--- config.mk ---
export PLATFORM = sky130hd
export DESIGN_NAME = skolem_xor_verifier
export DESIGN_NICKNAME = d
export VERILOG_FILES = /design/src/rtl/skolem_pkg.sv /design/src/rtl/skolem_lat_pipe.sv /design/src/rtl/skolem_xor_verifier.sv
export SDC_FILE = /design/constraint.sdc
export NUM_CORES = 1
export LEC_CHECK = 0
export BUFFER_PORTS_ARGS = -buffer_cell sky130_fd_sc_hd__buf_2
export CORE_MARGIN = 4
export CORE_UTILIZATION = 32
export DETAILED_ROUTE_END_ITERATION = 6
export GPL_TIMING_DRIVEN = 0
export PLACE_DENSITY = 0.57
export SYNTH_ARGS = -nofsm -noshare
export SYNTH_HDL_FRONTEND = slang
export SYNTH_SLANG_ARGS = --single-unit
--- constraint.sdc ---
create_clock -name clk -period 2 [get_ports clk]
set_input_delay 0.1 -clock clk [delete_from_list [all_inputs] [get_ports clk]]
set_output_delay 0.1 -clock clk [all_outputs]
set_load 0.01 [all_outputs]
--- src/rtl/skolem_pkg.sv ---
// Shared types and helpers for the Skolem XOR-specification verifier.
// Holds the sweep FSM encoding, the XOR spec predicate and the latency ceiling.
package skolem_pkg;

  typedef enum logic [1:0] {
    IDLE  = 2'd0,
    SWEEP = 2'd1,
    DRAIN = 2'd2,
    DONE  = 2'd3
  } state_e;

  localparam int MAX_LAT = 7;

  // Operands are zero-extended to 16 bits; padding does not change the parity.
  function automatic logic xor_spec(input logic [15:0] x, input logic [15:0] y,
                                    input logic parity);
    return ((^x) ^ (^y)) == parity;
  endfunction

endpackage

--- src/rtl/skolem_lat_pipe.sv ---
// Valid + data delay line matching the candidate's pipeline latency.
// DEPTH=0 is a pure wire; otherwise DEPTH register stages with async clear and sync flush.
module skolem_lat_pipe #(
  parameter int DEPTH = 0,
  parameter int W     = 1
) (
  input  logic         clk,
  input  logic         rst_n,
  input  logic         flush,
  input  logic         in_vld,
  input  logic [W-1:0] in_dat,
  output logic         out_vld,
  output logic [W-1:0] out_dat,
  output logic         empty
);

  generate
    if (DEPTH == 0) begin : g_wire
      logic unused_ctrl;
      assign unused_ctrl = clk ^ rst_n ^ flush;
      assign out_vld     = in_vld;
      assign out_dat     = in_dat;
      assign empty       = 1'b1;
    end else begin : g_pipe
      logic [DEPTH-1:0] vld_q, vld_d;
      logic [W-1:0]     dat_q [DEPTH];
      logic [W-1:0]     dat_d [DEPTH];

      always_comb begin
        vld_d = '0;
        for (int i = 0; i < DEPTH; i++) dat_d[i] = '0;
        if (!flush) begin
          vld_d[0] = in_vld;
          dat_d[0] = in_dat;
          for (int i = 1; i < DEPTH; i++) begin
            vld_d[i] = vld_q[i-1];
            dat_d[i] = dat_q[i-1];
          end
        end
      end

      always_ff @(posedge clk or negedge rst_n) begin
        if (!rst_n) begin
          vld_q <= '0;
          for (int i = 0; i < DEPTH; i++) dat_q[i] <= '0;
        end else begin
          vld_q <= vld_d;
          for (int i = 0; i < DEPTH; i++) dat_q[i] <= dat_d[i];
        end
      end

      assign out_vld = vld_q[DEPTH-1];
      assign out_dat = dat_q[DEPTH-1];
      assign empty   = ~|vld_q;
    end
  endgenerate

endmodule

--- src/rtl/skolem_xor_verifier.sv ---
// Exhaustive in-circuit checker of a Skolem candidate against F(X,Y) = (^X ^ ^Y) == PARITY.
// Optional macro SKOLEM_VERIFY_CEX_COUNT_EN: full sweep with a fail_cnt output counting all violations.
module skolem_xor_verifier
  import skolem_pkg::*;
#(
  parameter int   N_IN     = 4,
  parameter int   N_OUT    = 3,
  parameter logic PARITY   = 1'b1,
  parameter int   CAND_LAT = 0
) (
  input  logic             clk,
  input  logic             rst_n,
  input  logic             start,
  input  logic             abort,
  output logic [N_IN-1:0]  cand_x,
  output logic             cand_vld,
  input  logic [N_OUT-1:0] cand_y,
  output logic             busy,
  output logic             done,
  output logic             pass,
  output logic [N_IN-1:0]  cex_x,
  output logic [N_OUT-1:0] cex_y,
`ifdef SKOLEM_VERIFY_CEX_COUNT_EN
  output logic [N_IN:0]    fail_cnt,
`endif
  output logic [N_IN:0]    n_checked
);

  localparam int LAT = (CAND_LAT > MAX_LAT) ? MAX_LAT : CAND_LAT;
  localparam logic [N_IN:0] LAST_X = {1'b0, {N_IN{1'b1}}};
`ifdef SKOLEM_VERIFY_CEX_COUNT_EN
  localparam bit STOP_AT_FIRST = 1'b0;
`else
  localparam bit STOP_AT_FIRST = 1'b1;
`endif

  state_e           state_q, state_d;
  logic [N_IN:0]    cnt_q, cnt_d;
  logic [N_IN:0]    n_checked_q, n_checked_d;
  logic             fail_q, fail_d;
  logic [N_IN-1:0]  cex_x_q, cex_x_d;
  logic [N_OUT-1:0] cex_y_q, cex_y_d;
`ifdef SKOLEM_VERIFY_CEX_COUNT_EN
  logic [N_IN:0]    fail_cnt_q, fail_cnt_d;
`endif

  logic            issue_vld;
  logic [N_IN-1:0] issue_x;
  logic            chk_vld;
  logic [N_IN-1:0] chk_x;
  logic            pipe_empty;
  logic            busy_w;
  logic            chk_en;
  logic            chk_ok;

  assign busy_w    = (state_q == SWEEP) || (state_q == DRAIN);
  assign issue_vld = (state_q == SWEEP);
  assign issue_x   = issue_vld ? cnt_q[N_IN-1:0] : '0;

  // Aligns each issued assignment with the candidate's answer for it.
  skolem_lat_pipe #(
    .DEPTH (LAT),
    .W     (N_IN)
  ) u_pipe (
    .clk     (clk),
    .rst_n   (rst_n),
    .flush   (abort),
    .in_vld  (issue_vld),
    .in_dat  (issue_x),
    .out_vld (chk_vld),
    .out_dat (chk_x),
    .empty   (pipe_empty)
  );

  assign chk_ok = xor_spec(16'(chk_x), 16'(cand_y), PARITY);
  // After a stop-at-first failure, answers still in flight are ignored.
  assign chk_en = chk_vld && busy_w && !(STOP_AT_FIRST && fail_q);

  always_comb begin
    state_d     = state_q;
    cnt_d       = cnt_q;
    n_checked_d = n_checked_q;
    fail_d      = fail_q;
    cex_x_d     = cex_x_q;
    cex_y_d     = cex_y_q;
`ifdef SKOLEM_VERIFY_CEX_COUNT_EN
    fail_cnt_d  = fail_cnt_q;
`endif

    if (chk_en) begin
      n_checked_d = n_checked_q + 1'b1;
      if (!chk_ok) begin
        if (!fail_q) begin
          fail_d  = 1'b1;
          cex_x_d = chk_x;
          cex_y_d = cand_y;
        end
`ifdef SKOLEM_VERIFY_CEX_COUNT_EN
        fail_cnt_d = fail_cnt_q + 1'b1;
`endif
      end
    end

    unique case (state_q)
      IDLE, DONE: begin
        if (start) begin
          state_d     = SWEEP;
          cnt_d       = '0;
          n_checked_d = '0;
          fail_d      = 1'b0;
          cex_x_d     = '0;
          cex_y_d     = '0;
`ifdef SKOLEM_VERIFY_CEX_COUNT_EN
          fail_cnt_d  = '0;
`endif
        end
      end
      SWEEP: begin
        cnt_d = cnt_q + 1'b1;
        if (cnt_q == LAST_X) state_d = DRAIN;
        if (STOP_AT_FIRST && chk_en && !chk_ok) state_d = DRAIN;
      end
      DRAIN: begin
        if (pipe_empty) state_d = DONE;
      end
      default: state_d = IDLE;
    endcase

    if (abort) begin
      state_d     = IDLE;
      cnt_d       = '0;
      n_checked_d = '0;
      fail_d      = 1'b0;
      cex_x_d     = '0;
      cex_y_d     = '0;
`ifdef SKOLEM_VERIFY_CEX_COUNT_EN
      fail_cnt_d  = '0;
`endif
    end
  end

  always_ff @(posedge clk or negedge rst_n) begin
    if (!rst_n) begin
      state_q     <= IDLE;
      cnt_q       <= '0;
      n_checked_q <= '0;
      fail_q      <= 1'b0;
      cex_x_q     <= '0;
      cex_y_q     <= '0;
`ifdef SKOLEM_VERIFY_CEX_COUNT_EN
      fail_cnt_q  <= '0;
`endif
    end else begin
      state_q     <= state_d;
      cnt_q       <= cnt_d;
      n_checked_q <= n_checked_d;
      fail_q      <= fail_d;
      cex_x_q     <= cex_x_d;
      cex_y_q     <= cex_y_d;
`ifdef SKOLEM_VERIFY_CEX_COUNT_EN
      fail_cnt_q  <= fail_cnt_d;
`endif
    end
  end

  assign cand_x    = issue_x;
  assign cand_vld  = issue_vld;
  assign busy      = busy_w;
  assign done      = (state_q == DONE);
  assign pass      = (state_q == DONE) && !fail_q;
  assign cex_x     = cex_x_q;
  assign cex_y     = cex_y_q;
  assign n_checked = n_checked_q;
`ifdef SKOLEM_VERIFY_CEX_COUNT_EN
  assign fail_cnt  = fail_cnt_q;
`endif

endmodule

== Yosys cells after proc, flatten, opt, wreduce, memory -nomap -nowiden ==
Cells that the tools add are included.

* Eq/ne operators: 6
* Add/subtract/negate cells: 2
* Reduce and logical (&&, ||, !) cells: 14
* Mux-type cells: 30
* Bitwise logic cells: 1

{| class="wikitable"
|+ Operators by type and width
! cell !! count
|-
| parity 16 bit || 2
|-
| 2-to-1 mux 5 bit || 6
|-
| 2-to-1 mux 4 bit || 7
|-
| 2-to-1 mux 3 bit || 6
|-
| adder 5 x 1 -> 5 bit, second input constant || 2
|-
| case mux 5 bit (2 select lines) || 1
|-
| 2-to-1 mux 2 bit || 4
|-
| case mux 2 bit (3 select lines) || 1
|-
| == test 5 x 4 -> 1 bit, second input constant || 1
|-
| 2-to-1 mux 1 bit || 5
|-
| == test 2 bit, second input constant || 2
|-
| logical AND 1 bit || 4
|-
| != test 4 x 2 -> 1 bit, second input constant || 1
|-
| AND reduction 2 bit || 2
|-
| != test 3 bit, second input constant || 1
|-
| nonzero test 3 bit || 1
|-
| == test 2 x 1 -> 1 bit, second input constant || 1
|-
| logical NOT 1 bit || 2
|-
| logical NOT 2 bit || 1
|-
| OR reduction 2 bit || 1
|-
| logical OR 1 bit || 1
|-
| XOR 1 bit || 1
|}

* Word-level logic and storage cells: 59
* Output and inout bits: 20
* Bits in registers: 20
* Bits of input ports: 7

== Logic depth before layout (Yosys ltp) ==
* Depth in word-level cells: 9
* Gate-level depth with buffers: 7
* Mapped depth without buffers: 7

== Modules after synthesis ==
Synthesis repeated with hierarchy kept, for this count alone.

* Cells, all modules: 120
* Area, all modules: 1,177.4 um^2

{| class="wikitable"
|+ By module, submodules not included
! module !! area an instance (um^2) !! times used !! seq. area each (um^2) !! cells each
|-
| skolem_xor_verifier || 1,128.6 || 1 || 500.5 || 113
|-
| skolem_lat_pipe || 48.8 || 1 || 0.0 || 7
|}

== Least setup slack after synthesis ==
OpenSTA, ideal clock, no wires.

* Kind: flip-flop to flip-flop
* Start: reg cnt_q[0]
* End: reg state_q[0]
* Data arrival time: 1.687 ns
* Buffers on the path: 0
* Cell stages (with the launch flop): 7
* Library setup time: 0.124 ns
* Period minus slack after synthesis: 1.811 ns
* Data required time: 1.876 ns
* Slack: 0.189 ns
* Path through: dfrtp_1 > ha_1 > and3_2 > ha_1 > nor3b_1 > o21ai_1 > a211o_1

* Longest elaborated chain between the ends: 8
* Elaborated cells between the ends (all ways): 11
* Those cells by class: eq/ne (2); mux (4); bitwise (1); reduce/logical (4)

{| class="wikitable"
|+ Ends and longest elaborated chain
! element !! RTL line !! RTL
|-
| start: declaration || skolem_xor_verifier.sv:38 || <nowiki>logic [N_IN:0] cnt_q, cnt_d;</nowiki>
|-
| start signal: assignment || skolem_xor_verifier.sv:155 || <nowiki>cnt_q <= cnt_d;</nowiki>
|-
| 2-to-1 mux 4 bit || skolem_xor_verifier.sv:58 || <nowiki>assign issue_x = issue_vld ? cnt_q[N_IN-1:0] : '0;</nowiki>
|-
| parity 16 bit || skolem_pkg.sv:17 || <nowiki>return ((^x) ^ (^y)) == parity;</nowiki>
|-
| XOR 1 bit || skolem_pkg.sv:17 ||
|-
| logical NOT 1 bit || skolem_xor_verifier.sv:121 || <nowiki>if (STOP_AT_FIRST && chk_en && !chk_ok) state_d = DRAIN;</nowiki>
|-
| logical AND 1 bit || skolem_xor_verifier.sv:121 ||
|-
| 2-to-1 mux 2 bit || skolem_xor_verifier.sv:121 ||
|-
| case mux 2 bit (3 select lines) || skolem_xor_verifier.sv:104 || <nowiki>unique case (state_q)</nowiki>
|-
| 2-to-1 mux 2 bit || skolem_xor_verifier.sv:129 || <nowiki>if (abort) begin</nowiki>
|-
| end signal: assignment || skolem_xor_verifier.sv:154 || <nowiki>state_q <= state_d;</nowiki>
|-
| end: declaration || skolem_xor_verifier.sv:37 || <nowiki>state_e state_q, state_d;</nowiki>
|}

Several ways; a longest one is shown, not always the timed one.
A chain may end at the register's enable or synchronous reset.

== Final worst setup path ==
* Start: reg cnt_q[1]
* End: reg state_q[1]

Same word-level chain as after synthesis.

==> out/qor.txt <==
status = complete, no violations
gpl congestion = 0.770
Crit path top cell by count = ha_1
Die W = 68.4 um
Synthesis Warnings = 0
critical path type = reg -> reg
Fin Hold WS = 0.0569 ns
CP Buf/Inv Count = 0
Worst-Skew Late Latency = 0.31 ns
Mapped Avg Cell Area = 9.48 um^2
register area share after synthesis = 0.429
Pins Over Slew Limit = 0
initial antenna violation count = 0
Via density = 5.12
CTS H-tree lvls = 1
WL/cell = 14.0 um
IO Count = 27
gr ovfl total = 0
Post-synth EDFFs = 0
Clock Power Share = 0.167
crit path max fanout = 6
Setup violations, final = 0
Synth area leaders = dfrtp_1, ha_1, a21oi_1, nor2_1, xor2_1
Reg2Reg Setup Slack = 0.11 ns
critical path arrival = 2.10 ns
CP Cell Sequence = ha_1 > and3_2 > ha_1 > nor3b_2 > o21ai_1 > a211o_1
post-layout util = 0.417
dpl hpwl = 2110 um
die area = 4670 um^2
Synth Register Bits = 20
part of the cycle the worst path needs = 0.946
syn nets = 136
Final min period = 1.89 ns
GRT Util Overall = 0.135
initial cell density of the core = 0.341
clock sinks = 20
Num CTS Buffers = 3
setup tns final = 0 ns
RSZ-0062 raised after global routing = false
Reg power frac = 0.342
Die Y = 68.4 um
CP top delay family = flip-flops
switching part of the total power = 0.428
Post-synth ARST share = 1.00
critical path required time = 2.21 ns
number of distinct library cells after synthesis = 33
Iteration-0 DRC Markers = 66
Final Hold Fails = 0
CTS tree = done
clk_skew = 0.00816 ns
Cell Area, Synth = 1170 um^2
Mapped Cells = 123
first-pass GRT wire length = 4690 um
slowest CP cell = dfrtp_1
Max-Cap Viols = 0
Min-Delay Path Class = in -> reg
Core Area = 3420 um^2
largest area contributor in the netlist = dfrtp_1
synth cell count leaders = dfrtp_1, a21oi_1, nor2_1
upper clock frequency limit = 0.529 GHz
vias in the first global route = 1059
Slew HR = 0.696
worst slew pin tran = 0.456 ns
Leak = 0.717 nW
post-route total power = 1.47 mW
Port Buf Inserts = 26
drt pass-1 iters = 4
ys flop type = dfrtp_1
Post-Route WL = 2830 um
nets = 170
logic gate share of total power = 0.490
DR DRC count = 0
Area Overhead vs Synth = 22.1%
fraction of layout cells with a size suffix above 1 = 0.282
crit-path max cell delay = 0.47 ns
CP Launch Type = register
count leader, synth = dfrtp_1
Clock transition at path regs = 0.12 ns
clk buf depth = 2
# rows = 21
sw power = 0.627 mW
top cell type's share of synthesized area = 0.429
Power per Cell Area = 1030 nW/um^2
Critical Path Sink Type = register
detailed-route via count = 1034
Fill cells = 371
Root Driver = clkbuf_4
number of diodes = 0
Final ANT Viol Nets = 0
largest net degree at the start of global routing = 21
P_int = 0.839 mW
peak supply drop = 372 uV
sequential cells by signal (all words and copies together) (netlist names):
register   flops
cnt_q          5
cex_x          4
n_checked      5
state_q        2
cex_y          3
fail_q         1
worst paths after layout:
check / start / cells past startpoint / endpoint
worst max register to register: cnt_q[1]$_DFFE_PN0P_ / 6 / state_q[1]$_DFFE_PN0P_
worst max-delay path: cnt_q[1]$_DFFE_PN0P_ / 6 / state_q[1]$_DFFE_PN0P_
worst min-delay path: cand_y[0] / 3 / cex_y[0]$_DFF_PN0_
min in group asynchronous: rst_n / 2 / cnt_q[4]$_DFFE_PN0P_
max in group asynchronous: rst_n / 2 / cnt_q[0]$_DFFE_PN0P_
worst min register to register: cnt_q[4]$_DFFE_PN0P_ / 2 / cnt_q[4]$_DFFE_PN0P_
cell families (layout without fill, tap and decap cells):
group | Yosys count | in the layout | share of synthesized area
AND/OR/NAND/NOR | 47 | 47 | 0.202
buffers and inverters | 9 | 42 | 0.0300
XOR/XNOR | 10 | 10 | 0.120
flip-flops | 20 | 20 | 0.429
AO/OA/AOI/OAI | 31 | 31 | 0.155
adder cells (fa/ha/maj) | 6 | 6 | 0.0644
power by group through the flow:
stage                     clock [mW]  combinational (mW)  sequential, mW
after floorplan                    0               0.471           0.514
after global placement             0               0.657           0.518
after detailed placement           0               0.681           0.520
after CTS                      0.252               0.688           0.511
after global routing           0.267               0.800           0.512
final                          0.245               0.718           0.502
metal layers:
layer  up-vias  track usage  part of all wire
li1        498            -                 -
met1       500        0.168              0.45
met2        34        0.232              0.50
met3         2       0.0148             0.036
met4         0       0.0596            0.0095
met5         -            0                 0
cell usage in the layout (no fill, tap or decap), drive strengths merged, types with 2 or more instances in the layout:
master / count
and2: 5
ha: 6
nor3: 3
xor2: 5
nor2: 12
nand4: 2
a211o: 2
xnor2: 2
nor2b: 2
buf: 29
clkbuf: 8
a21oi: 12
o21ai: 11
nand2b: 3
nand3: 8
nand2: 9
xnor3: 2
dfrtp: 20
inv: 4
tightest hold or removal path, stage by stage:
cell	delay (ns)
buf_2	0.11
nand3_1	0.06
a21oi_1	0.05
metrics by stage:
| stage | std cells | setup slack, ns | cell area, um^2 |
|---|---|---|---|
| after floorplan | 123 | 0.189 | 1170 |
| after global placement | 195 | -0.0517 | 1350 |
| after detailed placement | 195 | -0.0738 | 1350 |
| after CTS | 200 | 0.0249 | 1410 |
| after global routing | 202 | 0.00565 | 1420 |
| final | 202 | 0.108 | 1420 |
what timing repair did:
action | 4_1_cts | 5_1_grt
gates cloned | 0 | 0
endpoints found under the setup margin | 2 | 7
hold buffers | 1 | 0
setup buffers | 0 | 2
endpoints found under the hold margin | 20 | 0
resized for setup | 1 | 5
final cells by class:
class | count | area [um^2] | area share
multi-input cells | 94 | 636 | 0.446
flip-flops and latches | 20 | 502 | 0.352
repair buffers | 29 | 155 | 0.109
well taps | 46 | 57.6 | 0.0404
clock buffers | 4 | 36.3 | 0.0255
plain buffers | 5 | 22.5 | 0.0158
inverters | 4 | 15.0 | 0.0105
No activity file was read; power rests on OpenSTA's default activity.
